File: src/rtl/cpu_issue_arbiter_if.sv
// ---------------------------------------------------------------------------
// cpu_issue_arbiter_if
//   Bundles everything that crosses the arbiter boundary: the two instruction
//   requesters, the shared response bus, and the cpu's top-level ports.
//
//   Requester side : req0/1_valid, req0/1_instr  -> arbiter
//                    req0/1_ready, rsp0/1_valid  <- arbiter
//                    rsp_data, rsp_flags {N,V,Z}, rsp_err, busy <- arbiter
//   Cpu side       : cpu_in, cpu_load, cpu_s     <- arbiter
//                    cpu_out, cpu_N/V/Z, cpu_w   -> arbiter
//
//   slave  : the arbiter's view.
//   master : the environment's view (requesters plus the cpu).
// ---------------------------------------------------------------------------
interface cpu_issue_arbiter_if;
   logic        req0_valid;
   logic        req1_valid;
   logic [15:0] req0_instr;
   logic [15:0] req1_instr;
   logic        req0_ready;
   logic        req1_ready;
   logic        rsp0_valid;
   logic        rsp1_valid;
   logic [15:0] rsp_data;
   logic [2:0]  rsp_flags;
   logic        rsp_err;
   logic        busy;
   logic [15:0] cpu_in;
   logic        cpu_load;
   logic        cpu_s;
   logic [15:0] cpu_out;
   logic        cpu_N;
   logic        cpu_V;
   logic        cpu_Z;
   logic        cpu_w;

   modport slave (
      input  req0_valid, req1_valid, req0_instr, req1_instr,
      output req0_ready, req1_ready, rsp0_valid, rsp1_valid,
      output rsp_data, rsp_flags, rsp_err, busy,
      output cpu_in, cpu_load, cpu_s,
      input  cpu_out, cpu_N, cpu_V, cpu_Z, cpu_w
   );

   modport master (
      output req0_valid, req1_valid, req0_instr, req1_instr,
      input  req0_ready, req1_ready, rsp0_valid, rsp1_valid,
      input  rsp_data, rsp_flags, rsp_err, busy,
      input  cpu_in, cpu_load, cpu_s,
      output cpu_out, cpu_N, cpu_V, cpu_Z, cpu_w
   );
endinterface

File: src/rtl/cpu_issue_arbiter.sv
// ---------------------------------------------------------------------------
// cpu_issue_arbiter
//   Shares one cpu between two instruction requesters. One instruction is in
//   flight at a time; grants are round-robin when both requesters are valid.
//   The instruction is issued with a one-cycle cpu_load/cpu_s pulse, the
//   cpu's w signal is tracked through start and completion, and out/{N,V,Z}
//   are returned to the owning requester with a one-cycle rspN_valid pulse.
//   A watchdog aborts with rsp_err=1 if the cpu fails to finish in time.
//
//   Parameters : TIMEOUT (2..255) cycles allowed in WAIT_START + WAIT_DONE.
//   Ports      : clk   - rising-edge clock
//                reset - synchronous, active-high
//                bus   - cpu_issue_arbiter_if.slave (requesters, response
//                        bus, cpu ports)
// ---------------------------------------------------------------------------
module cpu_issue_arbiter #(
   parameter int TIMEOUT = 64
) (
   input  logic                  clk,
   input  logic                  reset,
   cpu_issue_arbiter_if.slave    bus
);

   typedef enum logic [2:0] {
      IDLE,
      ISSUE,
      WAIT_START,
      WAIT_DONE,
      RESP
   } state_t;

   localparam logic [7:0] WD_LIMIT = 8'(TIMEOUT - 1);

   state_t      state;
   state_t      state_nxt;
   logic        last;        // previous owner; the other side wins a tie
   logic        owner;       // requester that owns the in-flight instruction
   logic [15:0] instr;       // captured instruction, drives cpu_in directly
   logic [7:0]  wd_cnt;
   logic [15:0] rsp_data;
   logic [2:0]  rsp_flags;
   logic        rsp_err;

   logic        grant_any;
   logic        grant_sel;   // 0: req0, 1: req1
   logic        done_hit;
   logic        timeout_hit;
   logic        cpu_strobe;
   logic        rsp_pulse;

   // -------------------------------------------------------------------------
   // Next-state and decode
   // -------------------------------------------------------------------------
   always_comb begin
      // NOTE: every signal driven here gets a default first so no path
      // through the case leaves one unassigned (which would infer a latch).
      state_nxt   = state;
      grant_any   = 1'b0;
      grant_sel   = 1'b0;
      done_hit    = 1'b0;
      timeout_hit = 1'b0;
      cpu_strobe  = 1'b0;
      rsp_pulse   = 1'b0;

      case (state)
         IDLE: begin
            // Only hand work to a cpu that reports itself idle. Grants are
            // suppressed while reset is held so no ready pulse escapes.
            if (!reset && bus.cpu_w && (bus.req0_valid || bus.req1_valid)) begin
               grant_any = 1'b1;
               grant_sel = (bus.req0_valid && bus.req1_valid) ? ~last : bus.req1_valid;
               state_nxt = ISSUE;
            end
         end

         ISSUE: begin
            cpu_strobe = 1'b1;
            state_nxt  = WAIT_START;
         end

         WAIT_START: begin
            if (wd_cnt == WD_LIMIT) begin
               timeout_hit = 1'b1;
               state_nxt   = RESP;
            end else if (!bus.cpu_w) begin
               state_nxt = WAIT_DONE;
            end
         end

         WAIT_DONE: begin
            // Completion wins over a watchdog expiry in the same cycle.
            if (bus.cpu_w) begin
               done_hit  = 1'b1;
               state_nxt = RESP;
            end else if (wd_cnt == WD_LIMIT) begin
               timeout_hit = 1'b1;
               state_nxt   = RESP;
            end
         end

         RESP: begin
            rsp_pulse = 1'b1;
            state_nxt = IDLE;
         end

         default: state_nxt = IDLE;
      endcase
   end

   // -------------------------------------------------------------------------
   // State and datapath registers
   // -------------------------------------------------------------------------
   always_ff @(posedge clk) begin
      // NOTE: sequential state uses non-blocking assignments so every register
      // samples pre-edge values regardless of statement order.
      if (reset) begin
         state     <= IDLE;
         last      <= 1'b1;
         owner     <= 1'b0;
         instr     <= '0;
         wd_cnt    <= '0;
         rsp_data  <= '0;
         rsp_flags <= '0;
         rsp_err   <= 1'b0;
      end else begin
         state <= state_nxt;

         if (grant_any) begin
            owner <= grant_sel;
            last  <= grant_sel;
            instr <= grant_sel ? bus.req1_instr : bus.req0_instr;
         end

         // Cleared while issuing so it reads 0 on the first WAIT_START cycle.
         if (state == ISSUE) begin
            wd_cnt <= '0;
         end else if (state == WAIT_START || state == WAIT_DONE) begin
            wd_cnt <= wd_cnt + 8'd1;
         end

         if (done_hit) begin
            rsp_data  <= bus.cpu_out;
            rsp_flags <= {bus.cpu_N, bus.cpu_V, bus.cpu_Z};
            rsp_err   <= 1'b0;
         end else if (timeout_hit) begin
            // Flags deliberately keep their last captured value on an abort.
            rsp_data <= '0;
            rsp_err  <= 1'b1;
         end
      end
   end

   // -------------------------------------------------------------------------
   // Outputs
   // -------------------------------------------------------------------------
   assign bus.req0_ready = grant_any && !grant_sel;
   assign bus.req1_ready = grant_any &&  grant_sel;
   assign bus.rsp0_valid = rsp_pulse && !owner;
   assign bus.rsp1_valid = rsp_pulse &&  owner;
   assign bus.rsp_data   = rsp_data;
   assign bus.rsp_flags  = rsp_flags;
   assign bus.rsp_err    = rsp_err;
   assign bus.busy       = (state != IDLE);
   assign bus.cpu_in     = instr;
   assign bus.cpu_load   = cpu_strobe;
   assign bus.cpu_s      = cpu_strobe;

endmodule

File: src/flat_wrapper.sv
// flat-port wrapper written by rule: the top's interface ports become plain ports
module cpu_issue_arbiter_flat 
#(
   parameter int TIMEOUT = 64
)
  (clk, reset, bus_req0_valid, bus_req1_valid, bus_req0_instr, bus_req1_instr, bus_req0_ready, bus_req1_ready, bus_rsp0_valid, bus_rsp1_valid, bus_rsp_data, bus_rsp_flags, bus_rsp_err, bus_busy, bus_cpu_in, bus_cpu_load, bus_cpu_s, bus_cpu_out, bus_cpu_N, bus_cpu_V, bus_cpu_Z, bus_cpu_w);
  cpu_issue_arbiter_if bus_i ();
  input  logic clk;
  input  logic reset;
  input wire logic [$bits(bus_i.req0_valid)-1:0] bus_req0_valid;
  input wire logic [$bits(bus_i.req1_valid)-1:0] bus_req1_valid;
  input wire logic [$bits(bus_i.req0_instr)-1:0] bus_req0_instr;
  input wire logic [$bits(bus_i.req1_instr)-1:0] bus_req1_instr;
  output wire logic [$bits(bus_i.req0_ready)-1:0] bus_req0_ready;
  output wire logic [$bits(bus_i.req1_ready)-1:0] bus_req1_ready;
  output wire logic [$bits(bus_i.rsp0_valid)-1:0] bus_rsp0_valid;
  output wire logic [$bits(bus_i.rsp1_valid)-1:0] bus_rsp1_valid;
  output wire logic [$bits(bus_i.rsp_data)-1:0] bus_rsp_data;
  output wire logic [$bits(bus_i.rsp_flags)-1:0] bus_rsp_flags;
  output wire logic [$bits(bus_i.rsp_err)-1:0] bus_rsp_err;
  output wire logic [$bits(bus_i.busy)-1:0] bus_busy;
  output wire logic [$bits(bus_i.cpu_in)-1:0] bus_cpu_in;
  output wire logic [$bits(bus_i.cpu_load)-1:0] bus_cpu_load;
  output wire logic [$bits(bus_i.cpu_s)-1:0] bus_cpu_s;
  input wire logic [$bits(bus_i.cpu_out)-1:0] bus_cpu_out;
  input wire logic [$bits(bus_i.cpu_N)-1:0] bus_cpu_N;
  input wire logic [$bits(bus_i.cpu_V)-1:0] bus_cpu_V;
  input wire logic [$bits(bus_i.cpu_Z)-1:0] bus_cpu_Z;
  input wire logic [$bits(bus_i.cpu_w)-1:0] bus_cpu_w;
  assign bus_i.req0_valid = bus_req0_valid;
  assign bus_i.req1_valid = bus_req1_valid;
  assign bus_i.req0_instr = bus_req0_instr;
  assign bus_i.req1_instr = bus_req1_instr;
  assign bus_req0_ready = bus_i.req0_ready;
  assign bus_req1_ready = bus_i.req1_ready;
  assign bus_rsp0_valid = bus_i.rsp0_valid;
  assign bus_rsp1_valid = bus_i.rsp1_valid;
  assign bus_rsp_data = bus_i.rsp_data;
  assign bus_rsp_flags = bus_i.rsp_flags;
  assign bus_rsp_err = bus_i.rsp_err;
  assign bus_busy = bus_i.busy;
  assign bus_cpu_in = bus_i.cpu_in;
  assign bus_cpu_load = bus_i.cpu_load;
  assign bus_cpu_s = bus_i.cpu_s;
  assign bus_i.cpu_out = bus_cpu_out;
  assign bus_i.cpu_N = bus_cpu_N;
  assign bus_i.cpu_V = bus_cpu_V;
  assign bus_i.cpu_Z = bus_cpu_Z;
  assign bus_i.cpu_w = bus_cpu_w;
  cpu_issue_arbiter #(.TIMEOUT(TIMEOUT)) u_core (.clk(clk), .reset(reset), .bus(bus_i));
endmodule
File: config.mk
export PLATFORM = sky130hd
export DESIGN_NAME = cpu_issue_arbiter_flat
export DESIGN_NICKNAME = d
export VERILOG_FILES = /design/src/rtl/cpu_issue_arbiter_if.sv /design/src/rtl/cpu_issue_arbiter.sv /design/src/flat_wrapper.sv
export SDC_FILE = /design/constraint.sdc
export NUM_CORES = 1
export LEC_CHECK = 0
export CAP_MARGIN = 25
export CORE_MARGIN = 4
export CORE_UTILIZATION = 44
export DETAILED_ROUTE_END_ITERATION = 7
export HOLD_SLACK_MARGIN = 0.12
export PLACE_DENSITY = 0.85
export SETUP_SLACK_MARGIN = 0.5
export SLEW_MARGIN = 10
export SYNTH_ARGS = -nofsm -noshare
export SYNTH_HDL_FRONTEND = slang
export SYNTH_SLANG_ARGS = --single-unit
File: constraint.sdc
create_clock -name clk -period 4.6 [get_ports clk]
set_input_delay 0.46 -clock clk [delete_from_list [all_inputs] [get_ports clk]]
set_output_delay 0.46 -clock clk [all_outputs]
set_load 0.02 [all_outputs]
# Word-level counts from Yosys, hierarchy flattened
# Cells that the tools add are included.
[op_classes]
add_sub_neg = 1
mul = 0
n_div = 0
order_cmp = 0
eq_ne = 8
n_shift = 0
mux = 21
bitwise = 1
n_reduce_logical = 18
[op_table]
columns = ["operator", "n"]
rows = [
  ["16-bit 2-to-1 mux", 3],
  ["3-bit 2-to-1 mux", 5],
  ["3-bit case mux with 4 select lines", 1],
  ["1-bit 2-to-1 mux", 11],
  ["8-bit by 1-bit adder with 8-bit output (second input constant)", 1],
  ["8-bit by 6-bit == test with 1-bit output (second input constant)", 1],
  ["1-bit logical AND", 7],
  ["3-bit by 2-bit == test with 1-bit output (second input constant)", 2],
  ["3-bit by 2-bit != test with 1-bit output (second input constant)", 2],
  ["2-bit OR reduction", 2],
  ["3-bit by 1-bit == test with 1-bit output (second input constant)", 1],
  ["3-bit == test (second input constant)", 1],
  ["1-bit zero test", 3],
  ["3-bit zero test", 1],
  ["3-bit AND reduction", 1],
  ["3-bit nonzero test", 1],
  ["1-bit logical OR", 2],
  ["2-bit by 1-bit != test with 1-bit output (second input constant)", 1],
  ["1-bit case mux with 2 select lines", 1],
  ["2-bit nonzero test", 1],
  ["1-bit inverter", 1],
]
[totals]
ff_bits = 49
latch_bits = 0
mem_bits_rw = 0
romBits = 0
inputBits = 56
out_inout_bits = 43
wordCells = 57
n_memories = 0

# Logic depth before layout (Yosys ltp)
[logic_depth]
depth_word = 7
ltp_mapped = 7

# Least setup slack after synthesis
# Ideal clock, no wire load.
[synth_timing]
path_type = "input-to-output"
startpoint = "input port bus_req1_valid"
endpoint = "output port bus_req0_ready"
arrival_ns = 1.446
required_time_ns = 4.140
path_slack_ns = 2.694
cell_stages = 5
n_path_buf = 2
cell_sequence = "o21a_1 > clkbuf_1 > buf_2 > nand3_1 > nor2_1"
[synth_between]
elab_chain_len = 6
elab_cells_between_ends = 10
cone_classes = "mux (5); reduce/logical (5)"
[synth_lines]
columns = ["item", "line", "rtl"]
rows = [
  ["from (decl)", "flat_wrapper.sv:11", "input wire logic [$bits(bus_i.req1_valid)-1:0] bus_req1_valid;"],
  ["1-bit logical AND or 1-bit logical OR (tied branches)", "cpu_issue_arbiter.sv:71, cpu_issue_arbiter.sv:69", ""],
  ["1-bit 2-to-1 mux or 1-bit logical AND (tied branches)", "cpu_issue_arbiter.sv:71, cpu_issue_arbiter.sv:69", ""],
  ["1-bit 2-to-1 mux", "cpu_issue_arbiter.sv:69", "if (!reset && bus.cpu_w && (bus.req0_valid || bus.req1_valid)) begin"],
  ["1-bit 2-to-1 mux", "cpu_issue_arbiter.sv:65", "case (state)"],
  ["1-bit zero test", "cpu_issue_arbiter.sv:156", "assign bus.req0_ready = grant_any && !grant_sel;"],
  ["1-bit logical AND (*)", "cpu_issue_arbiter.sv:156", ""],
  ["to (decl)", "flat_wrapper.sv:14", "output wire logic [$bits(bus_i.req0_ready)-1:0] bus_req0_ready;"],
]
# Every way passes the cells marked *; elsewhere a longest branch is shown, timed or not.

# Final worst setup path
[layout_timing]
startpoint = "input port bus_cpu_w"
endpoint = "output port bus_req0_ready"
[layout_between]
elab_chain_len = 6
elab_cells_between_ends = 8
cone_classes = "mux (4); reduce/logical (4)"
[layout_lines]
columns = ["item", "line", "rtl"]
rows = [
  ["from (decl)", "flat_wrapper.sv:29", "input wire logic [$bits(bus_i.cpu_w)-1:0] bus_cpu_w;"],
  ["1-bit logical AND (*) (2 in a row)", "cpu_issue_arbiter.sv:69", ""],
  ["1-bit 2-to-1 mux", "cpu_issue_arbiter.sv:69", ""],
  ["1-bit 2-to-1 mux", "cpu_issue_arbiter.sv:65", ""],
  ["1-bit zero test", "cpu_issue_arbiter.sv:156", ""],
  ["1-bit logical AND (*)", "cpu_issue_arbiter.sv:156", ""],
]
# Marks and branches as above.

==> results.py <==
metrics = {
    "worst_setup_path": {
        "worstPathCellList": "clkdlybuf4s50_1 > o21a_1 > nand3_1 > nor2_1 > clkdlybuf4s50_1",
        "worstSetupStartpointType": "input pin",
        "critical_path.top_delay_family": "buffers and inverters",
        "path_buf_inv": 2,
        "cp_data_required_time_ps": 4140,
        "cp.arrival_ps": 2590,
        "cpPeakStageDelay_ps": 620,
        "cp-end-kind": "output pin",
        "regToRegSetupSlack_ps": 2590,
        "crit_fanout": 19,
        "slowest_stage": "clkdlybuf4s50_1",
        "critPathMostFrequentCell": "clkdlybuf4s50_1",
        "crit_type": "input pin to output pin",
    },
    "sta": {
        "slew_headroom_pct": 48.45,
        "finalSetupViolCount": 0,
        "worst_pin_slew_ps": 768.8,
        "rsz0062_at_grt": "false",
        "fmax_mhz": 327.6,
        "tns_ps": 0,
        "skew_ps": 2.800,
        "min_period_ps": 3053,
        "hold_violations": 0,
        "slew_viol_final": 0,
        "timing.final.crit_share_pct": 66.37,
    },
    "power": {
        "p_total_mw": 1.011,
        "power.density_nw_per_um2": 319.2,
        "p_leak_nw": 1.123,
        "ir_drop_mv": 0.1402,
    },
    "yosys": {
        "synth.distinct_cells": 41,
        "synth_edf_count": 0,
        "synth-seq-cells": 49,
        "syn-cell-area_um2": 2092,
        "synth_top_area_share_pct": 46.89,
        "synth_common_cells": "dfxtp_1, nand2_1, a21oi_1",
        "synth.most_common_cell": "dfxtp_1",
        "synthArstFlopShare_pct": 0,
        "synth.yosys.seq_area_share_pct": 46.89,
        "avgSynthCellArea_um2": 9.216,
        "synthCells": 227,
        "yosys_warnings": 0,
        "synth.area.top_cells": "dfxtp_1, nand2_1, a32o_1, a311oi_1, a21oi_1",
        "yosysTopAreaCell": "dfxtp_1",
        "synth_ff_type": "dfxtp_1",
        "synth_nets": 284,
    },
    "drt": {
        "drcViolationCount": 0,
        "vias": 2062,
        "via_per_inst": 5.603,
        "drt_iter0_drc": 129,
        "final_antenna_net_count": 0,
        "routed_wl_um": 5529,
        "drtPass1Iterations": 5,
        "wire_per_inst_um": 15.02,
    },
    "layout": {
        "num-nets-final": 372,
        "fillCellCount": 366,
        "final_cells": 368,
        "finalCoreUtilization_pct": 70.78,
        "drive_gt1_share_pct": 5.380,
        "area_growth_pct": 51.38,
        "diodes": 0,
    },
    "clock_network": {
        "clk_path_buf_depth": 2,
        "post_cts_resized": 0,
        "numCtsBuffers": 5,
        "cts_hold_buf": 0,
        "root_buffer": "clkbuf_8",
        "cts_tree": "yes",
        "clock_latency_ps": 300,
        "path_clk_slew_ps": 90,
        "clock_sinks": 49,
        "cts_max_level": 2,
        "post-cts-setup-buffer-count": 0,
    },
    "floorplan": {
        "core_area_um2": 4474,
        "io_pins": 99,
        "dieArea_um2": 5922,
        "rows": 24,
        "start_util_pct": 46.76,
        "die_w_um": 76.96,
        "die_y_um": 76.96,
    },
    "grt": {
        "antenna_found_initial": 0,
        "grt_pass1_vias": 1887,
        "grt_util_all_layers_pct": 18.23,
        "grt_overflow": 0,
        "grt_pass1_wl_um": 8928,
        "grt_max_degree": 29,
    },
    "placement": {
        "numPortBuffers": 98,
        "placed_cells": 359,
        "place_hpwl_um": 4018,
        "globalplace.congestion": 0.7073,
    },
    "hold_path": {
        "hold_path_class": "flop to flop",
    },
    "run": {
        "maxCapViolations": 0,
    },
    "outcome": {
        "status": "finished clean",
    },
}
## registers in the layout (all words and copies together) (netlist names)
register / count
u_core.bus.rsp_data: 16
u_core.owner: 1
u_core.bus.rsp_flags: 3
u_core.bus.rsp_err: 1
u_core.wd_cnt: 8
u_core.state: 3
u_core.last: 1
u_core.bus.cpu_in: 16
## path summary, 6_finish.rpt
check	from	end	depth (start not counted)
setup / recovery	bus_cpu_w	bus_req0_ready	5
hold / removal	u_core.bus.rsp_flags[1]$_SDFFE_PP0P_	u_core.bus.rsp_flags[1]$_SDFFE_PP0P_	2
setup reg to reg	u_core.state[2]$_SDFFE_PP0P_	u_core.bus.cpu_in[5]$_SDFFE_PP0N_	4
hold reg to reg	u_core.bus.rsp_flags[1]$_SDFFE_PP0P_	u_core.bus.rsp_flags[1]$_SDFFE_PP0P_	2
## per-layer routing
metal,share of wire (%),vias up,global-route usage (%),routed length [um]
li1,-,1013,-,-
met1,43,936,22.41,2366
met2,45,103,28.83,2501
met3,10,10,8.197,579
met4,1.5,0,4.891,82
met5,0,-,0,0
## layout make-up
cell class	instances	area (um^2)	area share, %
Clock buffer	5	68.82	2.173
Multi-Input combinational cell	155	975.9	30.82
Sequential cell	49	980.9	30.98
Inverter	4	15.01	0.4741
Timing Repair Buffer	100	996.0	31.45
Tap cell	52	65.06	2.055
Clock inverter	3	65.06	2.055
## power breakdown
part / switching, mW / internal, mW
Clock: 0.143 / 0.216
Sequential: 0.0142 / 0.444
Combinational: 0.0934 / 0.100
Total: 0.251 / 0.760
## cell families (layout without fill, tap and decap cells)
family	after synthesis	count (layout)	share of synthesized area, %
buffers and inverters	23	112	6.458
DFF	49	49	46.89
and+or+nand+nor	78	78	19.08
muxes	1	1	0.4785
adders and majority gates	1	1	0.5980
AOI/OAI and AO/OA	73	73	25.66
xor gates and xnor gates	2	2	0.8375
## stage by stage
stage                     hold slack (ps)  worst slack [ps]  instance area [um^2]
after CTS                           461.8              1533                  3159
after global placement              443.7              1597                  3025
final                               459.4              1547                  3167
after global routing                501.4              1426                  3167
after detailed placement            449.5              1521                  3025
after floorplan                     447.6              2694                  2092
## layout by cell type (no fill, tap or decap), types with 3 or more instances in the layout
cell	n
o31ai_1	3
or3_1	3
a21oi_1	25
clkbuf_8	5
a32o_1	16
nor2_1	9
o21ai_0	7
clkdlybuf4s50_1	98
inv_1	4
or4_1	3
a311oi_1	16
nand2_1	43
nand3_1	4
dfxtp_1	49
## tightest hold or removal path, stage by stage (launching register included)
cell and delay [ps]:
dfxtp_1 320, nand2_1 50, a21oi_1 50
Note: power is estimated with default switching activity, not from simulation.
